**src/rtl/hazard_ctrl_pkg.sv**
```systemverilog
// Shared definitions for the pipeline hazard controller.
// Holds field widths, the Tnew/Tuse sentinels, mult/div latency defaults,
// the bubble encoding, the E/M scoreboard entry and the hazard helpers.
package hazard_ctrl_pkg;

  localparam int unsigned REG_W  = 5;
  localparam int unsigned TNEW_W = 3;
  localparam int unsigned TUSE_W = 2;

  // All-ones Tnew marks a bubble; real instructions never exceed 2.
  localparam logic [TNEW_W-1:0] TNEW_MAX  = '1;
  // Tuse value meaning "operand not read".
  localparam logic [TUSE_W-1:0] TUSE_NONE = 2'd3;

  localparam int unsigned MULT_CYCLES_DEF = 5;
  localparam int unsigned DIV_CYCLES_DEF  = 10;

  // Instruction word loaded into ID/EX on flush.
  localparam logic [31:0] BUBBLE_INSTR = 32'h0;

  // One scoreboard slot: destination register and cycles until its result exists.
  typedef struct packed {
    logic [REG_W-1:0]  a3;
    logic [TNEW_W-1:0] tnew;
  } sb_entry_t;

  // True when a D-stage source must wait for a producer in E or M.
  function automatic logic src_hazard(input logic [REG_W-1:0]  src,
                                      input logic [TUSE_W-1:0] tuse,
                                      input sb_entry_t         e,
                                      input sb_entry_t         m);
    logic hit_e;
    logic hit_m;
    hit_e = (e.a3 == src) && (TNEW_W'(tuse) < e.tnew);
    hit_m = (m.a3 == src) && (TNEW_W'(tuse) < m.tnew);
    return (src != '0) && (hit_e || hit_m);
  endfunction

  // Tnew one stage later; saturates at zero.
  function automatic logic [TNEW_W-1:0] tnew_step(input logic [TNEW_W-1:0] t);
    return (t == '0) ? '0 : t - TNEW_W'(1);
  endfunction

endpackage

```
**src/rtl/hazard_ctrl_md_busy_cnt.sv**
```systemverilog
// Mult/div occupancy counter.
// Ports: clk, reset (async, active-high), start (issue accepted into E),
// div_sel (1 = div latency, 0 = mult latency), busy (counter nonzero, combinational).
module hazard_ctrl_md_busy_cnt #(
  parameter int unsigned MULT_CYCLES = 5,
  parameter int unsigned DIV_CYCLES  = 10
) (
  input  logic clk,
  input  logic reset,
  input  logic start,
  input  logic div_sel,
  output logic busy
);

  localparam int unsigned MAX_CYCLES = (DIV_CYCLES > MULT_CYCLES) ? DIV_CYCLES : MULT_CYCLES;
  localparam int unsigned CNT_W      = $clog2(MAX_CYCLES + 1);

  logic [CNT_W-1:0] cnt;

  // Load on an accepted issue, otherwise count down to idle.
  always_ff @(posedge clk or posedge reset) begin
    if (reset) begin
      cnt <= '0;
    end else if (start) begin
      cnt <= div_sel ? CNT_W'(DIV_CYCLES) : CNT_W'(MULT_CYCLES);
    end else if (cnt != '0) begin
      cnt <= cnt - CNT_W'(1);
    end
  end

  assign busy = (cnt != '0);

endmodule

```
**src/rtl/hazard_ctrl.sv**
```systemverilog
// Stall/flush controller for the 5-stage MIPS pipeline.
// Tracks (A3, Tnew) of the E and M instructions, compares against the D-stage
// Tuse values and the mult/div busy state, and drives the front-end enables.
// Ports: clk, reset (async, active-high); D-stage inputs rs_D, rt_D, tuse_rs_D,
// tuse_rt_D, a3_D, tnew_D, md_start_D, md_div_D, md_use_D; outputs en_F, en_D,
// flush_E, md_busy (all combinational, zero latency).
// Optional macro HAZARD_STAT_EN adds stall_cnt and md_stall_cnt (32-bit counters).
module hazard_ctrl
  import hazard_ctrl_pkg::*;
#(
  parameter int unsigned MULT_CYCLES = MULT_CYCLES_DEF,
  parameter int unsigned DIV_CYCLES  = DIV_CYCLES_DEF
) (
  input  logic              clk,
  input  logic              reset,
  input  logic [REG_W-1:0]  rs_D,
  input  logic [REG_W-1:0]  rt_D,
  input  logic [TUSE_W-1:0] tuse_rs_D,
  input  logic [TUSE_W-1:0] tuse_rt_D,
  input  logic [REG_W-1:0]  a3_D,
  input  logic [TNEW_W-1:0] tnew_D,
  input  logic              md_start_D,
  input  logic              md_div_D,
  input  logic              md_use_D,
  output logic              en_F,
  output logic              en_D,
  output logic              flush_E,
`ifdef HAZARD_STAT_EN
  output logic [31:0]       stall_cnt,
  output logic [31:0]       md_stall_cnt,
`endif
  output logic              md_busy
);

  sb_entry_t sb_E;
  sb_entry_t sb_M;
  logic      hz_rs;
  logic      hz_rt;
  logic      hz_md;
  logic      stall;

  // Hazard detection against the scoreboard and the mult/div unit.
  always_comb begin
    hz_rs = src_hazard(rs_D, tuse_rs_D, sb_E, sb_M);
    hz_rt = src_hazard(rt_D, tuse_rt_D, sb_E, sb_M);
    hz_md = md_use_D && md_busy;
    stall = hz_rs || hz_rt || hz_md;
  end

  assign en_F    = !stall;
  assign en_D    = !stall;
  assign flush_E = stall;

  // Scoreboard advance; a stall injects a bubble (no destination) into E.
  always_ff @(posedge clk or posedge reset) begin
    if (reset) begin
      sb_E <= '0;
      sb_M <= '0;
    end else begin
      if (stall) begin
        sb_E <= '0;
      end else begin
        sb_E.a3   <= a3_D;
        sb_E.tnew <= tnew_D;
      end
      sb_M.a3   <= sb_E.a3;
      sb_M.tnew <= tnew_step(sb_E.tnew);
    end
  end

  hazard_ctrl_md_busy_cnt #(
    .MULT_CYCLES(MULT_CYCLES),
    .DIV_CYCLES (DIV_CYCLES)
  ) u_md_busy_cnt (
    .clk    (clk),
    .reset  (reset),
    .start  (md_start_D && !stall),
    .div_sel(md_div_D),
    .busy   (md_busy)
  );

`ifdef HAZARD_STAT_EN
  // Stall cycle statistics; both counters wrap naturally.
  always_ff @(posedge clk or posedge reset) begin
    if (reset) begin
      stall_cnt    <= '0;
      md_stall_cnt <= '0;
    end else begin
      if (stall) stall_cnt <= stall_cnt + 32'd1;
      if (hz_md) md_stall_cnt <= md_stall_cnt + 32'd1;
    end
  end
`endif

endmodule

```
**config.mk**
```make
export PLATFORM = sky130hd
export DESIGN_NAME = hazard_ctrl
export DESIGN_NICKNAME = d
export VERILOG_FILES = /design/src/rtl/hazard_ctrl_pkg.sv /design/src/rtl/hazard_ctrl_md_busy_cnt.sv /design/src/rtl/hazard_ctrl.sv
export SDC_FILE = /design/constraint.sdc
export NUM_CORES = 1
export LEC_CHECK = 0
export ABC_AREA = 1
export CAP_MARGIN = 5
export CORE_ASPECT_RATIO = 0.75
export CORE_MARGIN = 3
export CORE_UTILIZATION = 55
export CTS_BUF_LIST = sky130_fd_sc_hd__clkbuf_8
export DETAILED_ROUTE_END_ITERATION = 12
export PLACE_DENSITY = 0.95
export SYNTH_ARGS = -nofsm -noshare
export SYNTH_HDL_FRONTEND = slang
export SYNTH_HIERARCHICAL = 1
export SYNTH_SLANG_ARGS = --single-unit
```
**constraint.sdc**
```tcl
create_clock -name clk -period 2.85 [get_ports clk]
set_clock_uncertainty 0.15 [all_clocks]
set_input_delay 0.285 -clock clk [delete_from_list [all_inputs] [get_ports clk]]
set_output_delay 0.285 -clock clk [all_outputs]
set_load 0.02 [all_outputs]
```
Word-level counts from Yosys, hierarchy flattened
Index checks and enable logic that the tools add are counted.
{"block": "totals", "register_bits": 20, "inputBits": 27, "wordCells": 38}
{"block": "classes", "addsub": 2, "n_lt_le_gt_ge": 4, "eq_ne": 4, "n_mux": 5, "n_reduce_logical": 18}
{"op": "== test 5 bit", "count": 4}
{"op": "< comparator 2 x 3 -> 1 bit", "count": 4}
{"op": "2-to-1 mux 4 bit", "count": 3}
{"op": "nonzero test 5 bit", "count": 2}
{"op": "logical AND 1 bit", "count": 8}
{"op": "2-to-1 mux 8 bit", "count": 1}
{"op": "logical OR 1 bit", "count": 4}
{"op": "nonzero test 4 bit", "count": 1}
{"op": "subtractor 4 x 1 -> 4 bit (second input constant)", "count": 1}
{"op": "logical NOT 3 bit", "count": 1}
{"op": "2-to-1 mux 3 bit", "count": 1}
{"op": "subtractor 3 x 1 -> 3 bit (second input constant)", "count": 1}
{"op": "nonzero test 2 bit", "count": 1}
{"op": "logical NOT 1 bit", "count": 1}

Longest topological paths before layout
Gate-level depths: netlist of run 1.
{"block": "logic_depth", "word_depth": 9, "mapped_depth": 15}

Hierarchy
Netlist of run 1, hierarchy kept.
{"mod": "hazard_ctrl", "n_inst": 1, "cells_each": 137, "area_per_inst_um2": 1041.0}
{"mod": "hazard_ctrl_md_busy_cnt", "n_inst": 1, "cells_each": 35, "area_per_inst_um2": 262.8}

Worst setup path after synthesis of run 1
Ideal clock, no wire load.
{"block": "synth_timing", "path_type": "register to output", "start": "register sb_E[1] in the netlist's numbering", "end": "output port en_F", "t_arrival_ns": 1.636, "required_ns": 2.415, "setup_slack_ns": 0.779, "stages_incl_launch_ff": 12, "n_path_buf": 2, "cell_sequence": "dfrtp_1 -> inv_1 -> ha_1 -> a21boi_0 -> o21ai_0 -> nand3_1 -> nand2_1 -> nand2_2 -> nand3_2 -> buf_6 -> inv_1 -> buf_4"}
{"block": "synth_between", "elab_chain_len": 7, "word_cells_on_any_way": 11, "cone_classes": "order compare: 2; reduce/logical: 9"}
{"element": "start: declaration", "line": "hazard_ctrl.sv:35", "rtl": "sb_entry_t sb_E;"}
{"element": "< comparator 2 x 3 -> 1 bit", "line": "hazard_ctrl_pkg.sv:34", "rtl": "hit_e = (e.a3 == src) && (TNEW_W'(tuse) < e.tnew);"}
{"element": "logical AND 1 bit", "line": "hazard_ctrl_pkg.sv:34"}
{"element": "logical OR 1 bit", "line": "hazard_ctrl_pkg.sv:36", "rtl": "return (src != '0) && (hit_e || hit_m);"}
{"element": "logical AND 1 bit", "line": "hazard_ctrl_pkg.sv:36"}
{"element": "logical OR 1 bit * (2 in a row)", "line": "hazard_ctrl.sv:47", "rtl": "stall = hz_rs || hz_rt || hz_md;"}
{"element": "named net flush_E", "line": "hazard_ctrl.sv:27", "rtl": "output logic flush_E,"}
{"element": "logical NOT 1 bit *"}
{"element": "end: declaration", "line": "hazard_ctrl.sv:25", "rtl": "output logic en_F,"}
The timed path passes the listed nets; every way through them passes the cells marked *.

Final worst setup path of run 1
{"block": "layout_timing", "start": "input port tuse_rs_D[1]", "end": "output port flush_E"}
{"block": "layout_between", "elab_chain_len": 6, "word_cells_on_any_way": 8, "cone_classes": "order compare: 2; reduce/logical: 6"}
{"element": "start: declaration", "line": "hazard_ctrl.sv:18", "rtl": "input logic [TUSE_W-1:0] tuse_rs_D,"}
{"element": "< comparator 2 x 3 -> 1 bit (on tied branches)", "line": "hazard_ctrl_pkg.sv:34, hazard_ctrl_pkg.sv:35"}
{"element": "logical AND 1 bit (on tied branches)", "line": "hazard_ctrl_pkg.sv:34, hazard_ctrl_pkg.sv:35"}
{"element": "logical OR 1 bit *", "line": "hazard_ctrl_pkg.sv:36"}
{"element": "logical AND 1 bit *", "line": "hazard_ctrl_pkg.sv:36"}
{"element": "logical OR 1 bit * (2 in a row)", "line": "hazard_ctrl.sv:47"}
{"element": "end: declaration", "line": "hazard_ctrl.sv:27"}
Mark *: on every way between the ends. The rest lies on a longest branch, timed or not.

==> results of run 1 <==
-- worst max-delay path, cell delays in order --
cell             delay (ns)
clkdlybuf4s50_1        0.46
ha_1                   0.33
a21boi_0               0.12
o21ai_0                0.19
nand3_1                0.11
nand2_1                0.08
nand2_2                0.05
nand3_2                0.08
clkdlybuf4s50_1        0.61
-- power by group --
part	leakage [nW]	switching, mW	total (mW)	internal (mW)
sequential	0.253	0.0651	0.418	0.353
clock	0.0288	0.0900	0.213	0.123
combinational	0.592	0.263	0.459	0.195
-- layer usage --
metal | vias to the layer above | global-route usage, % | part of all wire, %
met2 | 62 | 43.8 | 49
li1 | 578 | - | -
met1 | 533 | 26.5 | 42
met4 | 0 | 9.25 | 2.5
met3 | 14 | 6.68 | 7.0
met5 | - | 0 | 0
-- stage by stage --
step / area [um^2] / utilization (%)
final: 1690 / 79.9
after global routing: 1690 / 79.9
after detailed placement: 1630 / 77.0
after global placement: 1630 / 77.0
after floorplan: 1300 / -
after CTS: 1690 / 79.6
-- cells in the mapped netlist, types with 2 or more instances --
cell type | instances | area [um^2]
a21oi_1 | 2 | 10.0
dfrtp_1 | 20 | 500
ha_1 | 8 | 100
inv_1 | 33 | 124
nand2_1 | 39 | 146
nand2_2 | 3 | 18.8
nand3_1 | 8 | 40.0
nand4_1 | 2 | 12.5
nor2_1 | 18 | 67.6
nor2_2 | 8 | 50.1
nor2_4 | 2 | 22.5
o21ai_0 | 6 | 30.0
xnor2_1 | 6 | 52.6
xor2_1 | 6 | 52.6
-- final cells by class --
cell class,instances,area (um^2)
Sequential cell,20,500
Tap cell,32,40.0
Inverter,35,131
Timing Repair Buffer,31,313
Clock buffer,4,55.1
Multi-Input combinational cell,115,653
Fill cell,153,427
-- sequential cells by signal, summed over array words and instances, names as in the netlist --
register           count
sb_M                   8
sb_E                   8
u_md_busy_cnt/cnt      4
-- cells by family after synthesis --
group | count (synthesis)
compound gates | 11
xor+xnor | 12
fa+ha+maj | 8
buf+inv | 37
flops | 20
simple gates | 84
-- how the worst max path moves through the flow --
| stage | startpoint | endpoint | slack (ns) | cells after the start |
|---|---|---|---|---|
| final | tuse_rs_D[1] | flush_E | 0.10 | 9 |
| after global routing | tuse_rs_D[1] | flush_E | 0.003 | 9 |
| after CTS | tuse_rs_D[1] | en_D | 0.07 | 10 |
| after detailed placement | tuse_rs_D[1] | en_D | 0.07 | 10 |
| after global placement | tuse_rs_D[1] | en_F | 0.22 | 10 |
| after floorplan | sb_E[1] | en_F | 0.78 | 11 |
==> flow_metrics.env, run 1 <==
export IMPL_yosysSeqAreaShare_pct=38.4
export IMPL_n_antenna_cell=0
export IMPL_outcome="finished clean"
export IMPL_power_mw=1.09
export IMPL_synth_compound_area_share_pct=4.80
export IMPL_syn_area_mm2=0.00130
export IMPL_drt_wl_total_um=3150
export IMPL_slew_headroom_pct=59.4
export IMPL_critical_path_startpoint_type="input pin"
export IMPL_boundaryPins=31
export IMPL_setup_violations=0
export IMPL_ys_warn_count=6
export IMPL_synth_edf_count=0
export IMPL_synthMuxAreaShare_pct=0
export IMPL_r2r_slack_ns=0.50
export IMPL_cp_arrival_ns=2.31
export IMPL_slew_viol_final=0
export IMPL_first_pass_iters=4
export IMPL_initial_utilization_pct=61.5
export IMPL_grt_first_pass_wirelength_um=5260
export IMPL_dp_cells=233
export IMPL_die_area_mm2=0.00300
export IMPL_grt_max_degree=17
export IMPL_syn_avg_cell_area_um2=7.58
export IMPL_root_buffer="clkbuf_8"
export IMPL_crit_required_ns=2.41
export IMPL_p_leak_nw=0.874
export IMPL_route_detailed_wl_per_inst_um=13.3
export IMPL_clock_fmax_mhz=364
export IMPL_syn_nets=207
export IMPL_synth_simple_area_share_pct=29.6
export IMPL_nNetsFinal=241
export IMPL_finalHoldViolCount=0
export IMPL_yosysUniqueCellTypes=25
export IMPL_via_per_inst=5.01
export IMPL_fp_dieH_um=48.2
export IMPL_overflow=0
export IMPL_cp_max_fo=3
export IMPL_syn2layout_area_growth_pct=29.8
export IMPL_hold_buffers=0
export IMPL_post_cts_buffers=0
export IMPL_drive_above_1_share_pct=10.2
export IMPL_hpwl_um=2570
export IMPL_crit_type="in -> out"
export IMPL_synthArstFlopShare_pct=100
export IMPL_fin_hold_ws_ns=0.0810
export IMPL_antenna_left=0
export IMPL_worst_pin_slew_ns=0.608
export IMPL_antenna_found_initial=0
export IMPL_synth_top_family_by_area="simple AND/OR/NAND/NOR gates"
export IMPL_synth_ff_type="dfrtp_1"
export IMPL_final_cell_mix="39 x nand2_1, 33 x inv_1, 28 x clkdlybuf4s50_1, 20 x dfrtp_1, 18 x nor2_1"
export IMPL_die_w_um=62.2
export IMPL_preCtsSetupSlack_ns=0.0723
export IMPL_hold_class="in -> async"
export IMPL_h_tree_depth=1
export IMPL_synthCells=172
export IMPL_min_period_ns=2.75
export IMPL_r2r_start="sb_E[1]"
export IMPL_cap_violations=0
export IMPL_track_usage_pct=23.3
export IMPL_drc_errors=0
export IMPL_rsz0062_at_grt="false"
export IMPL_ys_ff_latch=20
export IMPL_final_common_cell="nand2_1"
export IMPL_numPortBuffers=30
export IMPL_cts_resized=0
export IMPL_cts_buffers=3
export IMPL_drt_iter0_markers=68
export IMPL_final_cells=237
export IMPL_synth_fa_ha_area_share_pct=7.68
export IMPL_grt_pass1_vias=1195
export IMPL_vias=1187
export IMPL_clock_latency_ns=0.25
export IMPL_reg2regPathDepth=14
export IMPL_timing_rr_end="u_md_busy_cnt/cnt[1]"
export IMPL_clkSinkCount=20
export IMPL_cts_tree="done"
export IMPL_clk_path_buf_depth=2
export IMPL_synth_xor_area_share_pct=8.06
export IMPL_fin_ws_ns=0.103
export IMPL_core_area_mm2=0.00212
export IMPL_rows=14
export IMPL_irDropWorstVdd_uv=627
export IMPL_p_per_area_mw_per_mm2=643
export IMPL_finalSetupTns_ns=0
export IMPL_gp_congestion=0.780
export IMPL_finalCritPeriodShare_pct=96.4
export IMPL_clk_pin_slew_ns=0.07
export IMPL_cp_end_kind="output pin"
No activity file was read; power rests on OpenSTA's default activity.
==> inputs of run 2 (changes only) <==
--- a/config.mk
+++ b/config.mk
@@ -11,6 +11,7 @@
 export CORE_MARGIN = 3
-export CORE_UTILIZATION = 55
+export CORE_UTILIZATION = 51
 export CTS_BUF_LIST = sky130_fd_sc_hd__clkbuf_8
 export DETAILED_ROUTE_END_ITERATION = 12
-export PLACE_DENSITY = 0.95
+export PLACE_DENSITY = 0.91
+export REMOVE_ABC_BUFFERS = 1
 export SYNTH_ARGS = -nofsm -noshare
==> constraint.sdc (replaced) <==
create_clock -name clk -period 2.57 [get_ports clk]
set_clock_uncertainty 0.15 [all_clocks]
set_input_delay 0.514 -clock clk [delete_from_list [all_inputs] [get_ports clk]]
set_output_delay 0.514 -clock clk [all_outputs]
set_load 0.02 [all_outputs]
==> flow_metrics.env, run 2 (same netlist as run 1, synthesis figures left out) <==
export IMPL_boundaryPins=31
export IMPL_vias=1186
export IMPL_p_seq_share_pct=40.0
export IMPL_cts_buffers=3
export IMPL_clock_latency_ns=0.25
export IMPL_min_period_ns=2.47
export IMPL_dp_cells=238
export IMPL_clkSinkCount=20
export IMPL_overflow=0
export IMPL_p_per_area_mw_per_mm2=668
export IMPL_final_common_cell="nand2_1"
export IMPL_preCtsSetupSlack_ns=-0.549
export IMPL_switching_share_pct=38.3
export IMPL_cts_tree="done"
export IMPL_grt_first_pass_wirelength_um=4850
export IMPL_initial_utilization_pct=55.1
export IMPL_slew_headroom_pct=59.6
export IMPL_numPortBuffers=30
export IMPL_rsz0062_at_grt="false"
export IMPL_cp_end_kind="output pin"
export IMPL_core_area_mm2=0.00236
export IMPL_drc_errors=0
export IMPL_worst_pin_slew_ns=0.605
export IMPL_critical_path_startpoint_type="input pin"
export IMPL_setup_violations=0
export IMPL_finalCritPeriodShare_pct=96.1
export IMPL_via_per_inst=4.92
export IMPL_route_detailed_wl_per_inst_um=12.5
export IMPL_clock_fmax_mhz=405
export IMPL_irDropWorstVdd_uv=459
export IMPL_p_int_uw=714
export IMPL_fp_dieH_um=49.8
export IMPL_net_switching_power_uw=443
export IMPL_drt_iter0_markers=88
export IMPL_power_mw=1.16
export IMPL_rows=15
export IMPL_nNetsFinal=244
export IMPL_reg2regPathDepth=13
export IMPL_cap_violations=0
export IMPL_antenna_found_initial=0
export IMPL_gp_congestion=0.871
export IMPL_die_w_um=64.4
export IMPL_top_regs="sb_E (8), sb_M (8), u_md_busy_cnt/cnt (4)"
export IMPL_final_cell_mix="38 x nand2_1, 32 x inv_1, 20 x dfrtp_1, 18 x nor2_1, 15 x clkdlybuf4s50_1"
export IMPL_track_usage_pct=19.4
export IMPL_hpwl_um=2230
export IMPL_h_tree_depth=1
export IMPL_power_frac_clock_pct=17.0
export IMPL_grt_pass1_vias=1118
export IMPL_antenna_left=0
export IMPL_pwr_share_comb_pct=43.0
export IMPL_hold_class="reg -> reg"
export IMPL_crit_type="in -> out"
export IMPL_first_pass_iters=4
export IMPL_finalHoldViolCount=0
export IMPL_worstHoldPathCells=0
export IMPL_root_buffer="clkbuf_8"
export IMPL_n_antenna_cell=0
export IMPL_p_leak_nw=0.963
export IMPL_slew_viol_final=0
export IMPL_grt_max_degree=17
export IMPL_cp_arrival_ns=1.81
export IMPL_final_cells=241
export IMPL_drive_above_1_share_pct=15.0
export IMPL_crit_required_ns=1.91
export IMPL_die_area_mm2=0.00321
export IMPL_drt_wl_total_um=3020
export IMPL_post_route_util_pct=73.2
export IMPL_cp_max_fo=4
export IMPL_clk_path_buf_depth=2
export IMPL_fin_ws_ns=0.0993
export IMPL_outcome="finished clean"
export IMPL_fin_hold_ws_ns=0.303
export IMPL_clk_pin_slew_ns=0.07
export IMPL_syn2layout_area_growth_pct=32.7
==> run 2: cell count changes in the layout (fill, tap and decap cells not counted), moves of 2 or more <==
cell             previous run  this run
clkdlybuf4s50_1            28        15
dlymetal6s2s_1              2        10
buf_4                       1         6
dlygate4sd2_1               0         2
o21ai_0                     6         4
o21ai_1                     0         2
==> run 2: final timing paths <==
kind                                         to          from  slack [ns]
max reg2reg                u_md_busy_cnt/cnt[1]       sb_E[1]        0.39
max                                        en_D  tuse_rt_D[1]         0.1
min in group asynchronous  u_md_busy_cnt/cnt[3]         reset        0.33
min reg2reg                             sb_M[6]       sb_E[6]        0.30
max in group asynchronous               sb_E[0]         reset        1.36
min                                     sb_M[6]       sb_E[6]        0.30
==> run 2: power groups by stage <==
stage	Clock (mW)	Sequential (mW)	Combinational, mW
finish	0.197	0.463	0.497
global route	0.225	0.469	0.559
CTS	0.200	0.456	0.488
global placement	0	0.453	0.469
floorplan	0	0.444	0.334
detailed placement	0	0.461	0.489
==> run 2: layout make-up <==
type	count	area, um^2
flip-flops and latches	20	500
fillers	188	634
inverters	35	131
well taps	34	42.5
multi-input cells	115	672
repair buffers	34	343
clock buffers	3	41.3
==> run 2: metrics by stage <==
step                setup TNS [ns]  instance area, um^2
CTS                              0                 1690
global route                     0                 1730
finish                           0                 1730
detailed placement           -1.99                 1660
global placement             -1.73                 1660
floorplan                        0                 1280
==> run 2: timing repair <==
| item | 4_1_cts | 5_1_grt |
|---|---|---|
| hold endpoints to repair | 0 | 0 |
| hold buffers | 0 | 0 |
| pin swaps | 2 | 6 |
| resized for setup | 19 | 15 |
| setup buffers | 0 | 0 |
| setup endpoints to repair | 3 | 4 |
==> run 2: worst max-delay path, stage by stage <==
cell           delay [ns]
dlygate4sd2_1        0.26
ha_2                 0.29
a31oi_2              0.19
nand3_1              0.11
nand2_1              0.09
nand2_2              0.06
nand3_2              0.08
inv_1                0.06
buf_4                0.15
==> run 2: metal layers <==
metal	share of wire, %	up-vias	global-route usage [%]
met5	0	-	0
li1	-	585	-
met1	41	543	24.5
met2	50	54	33.2
met3	7.8	4	5.92
met4	0.86	0	3.16
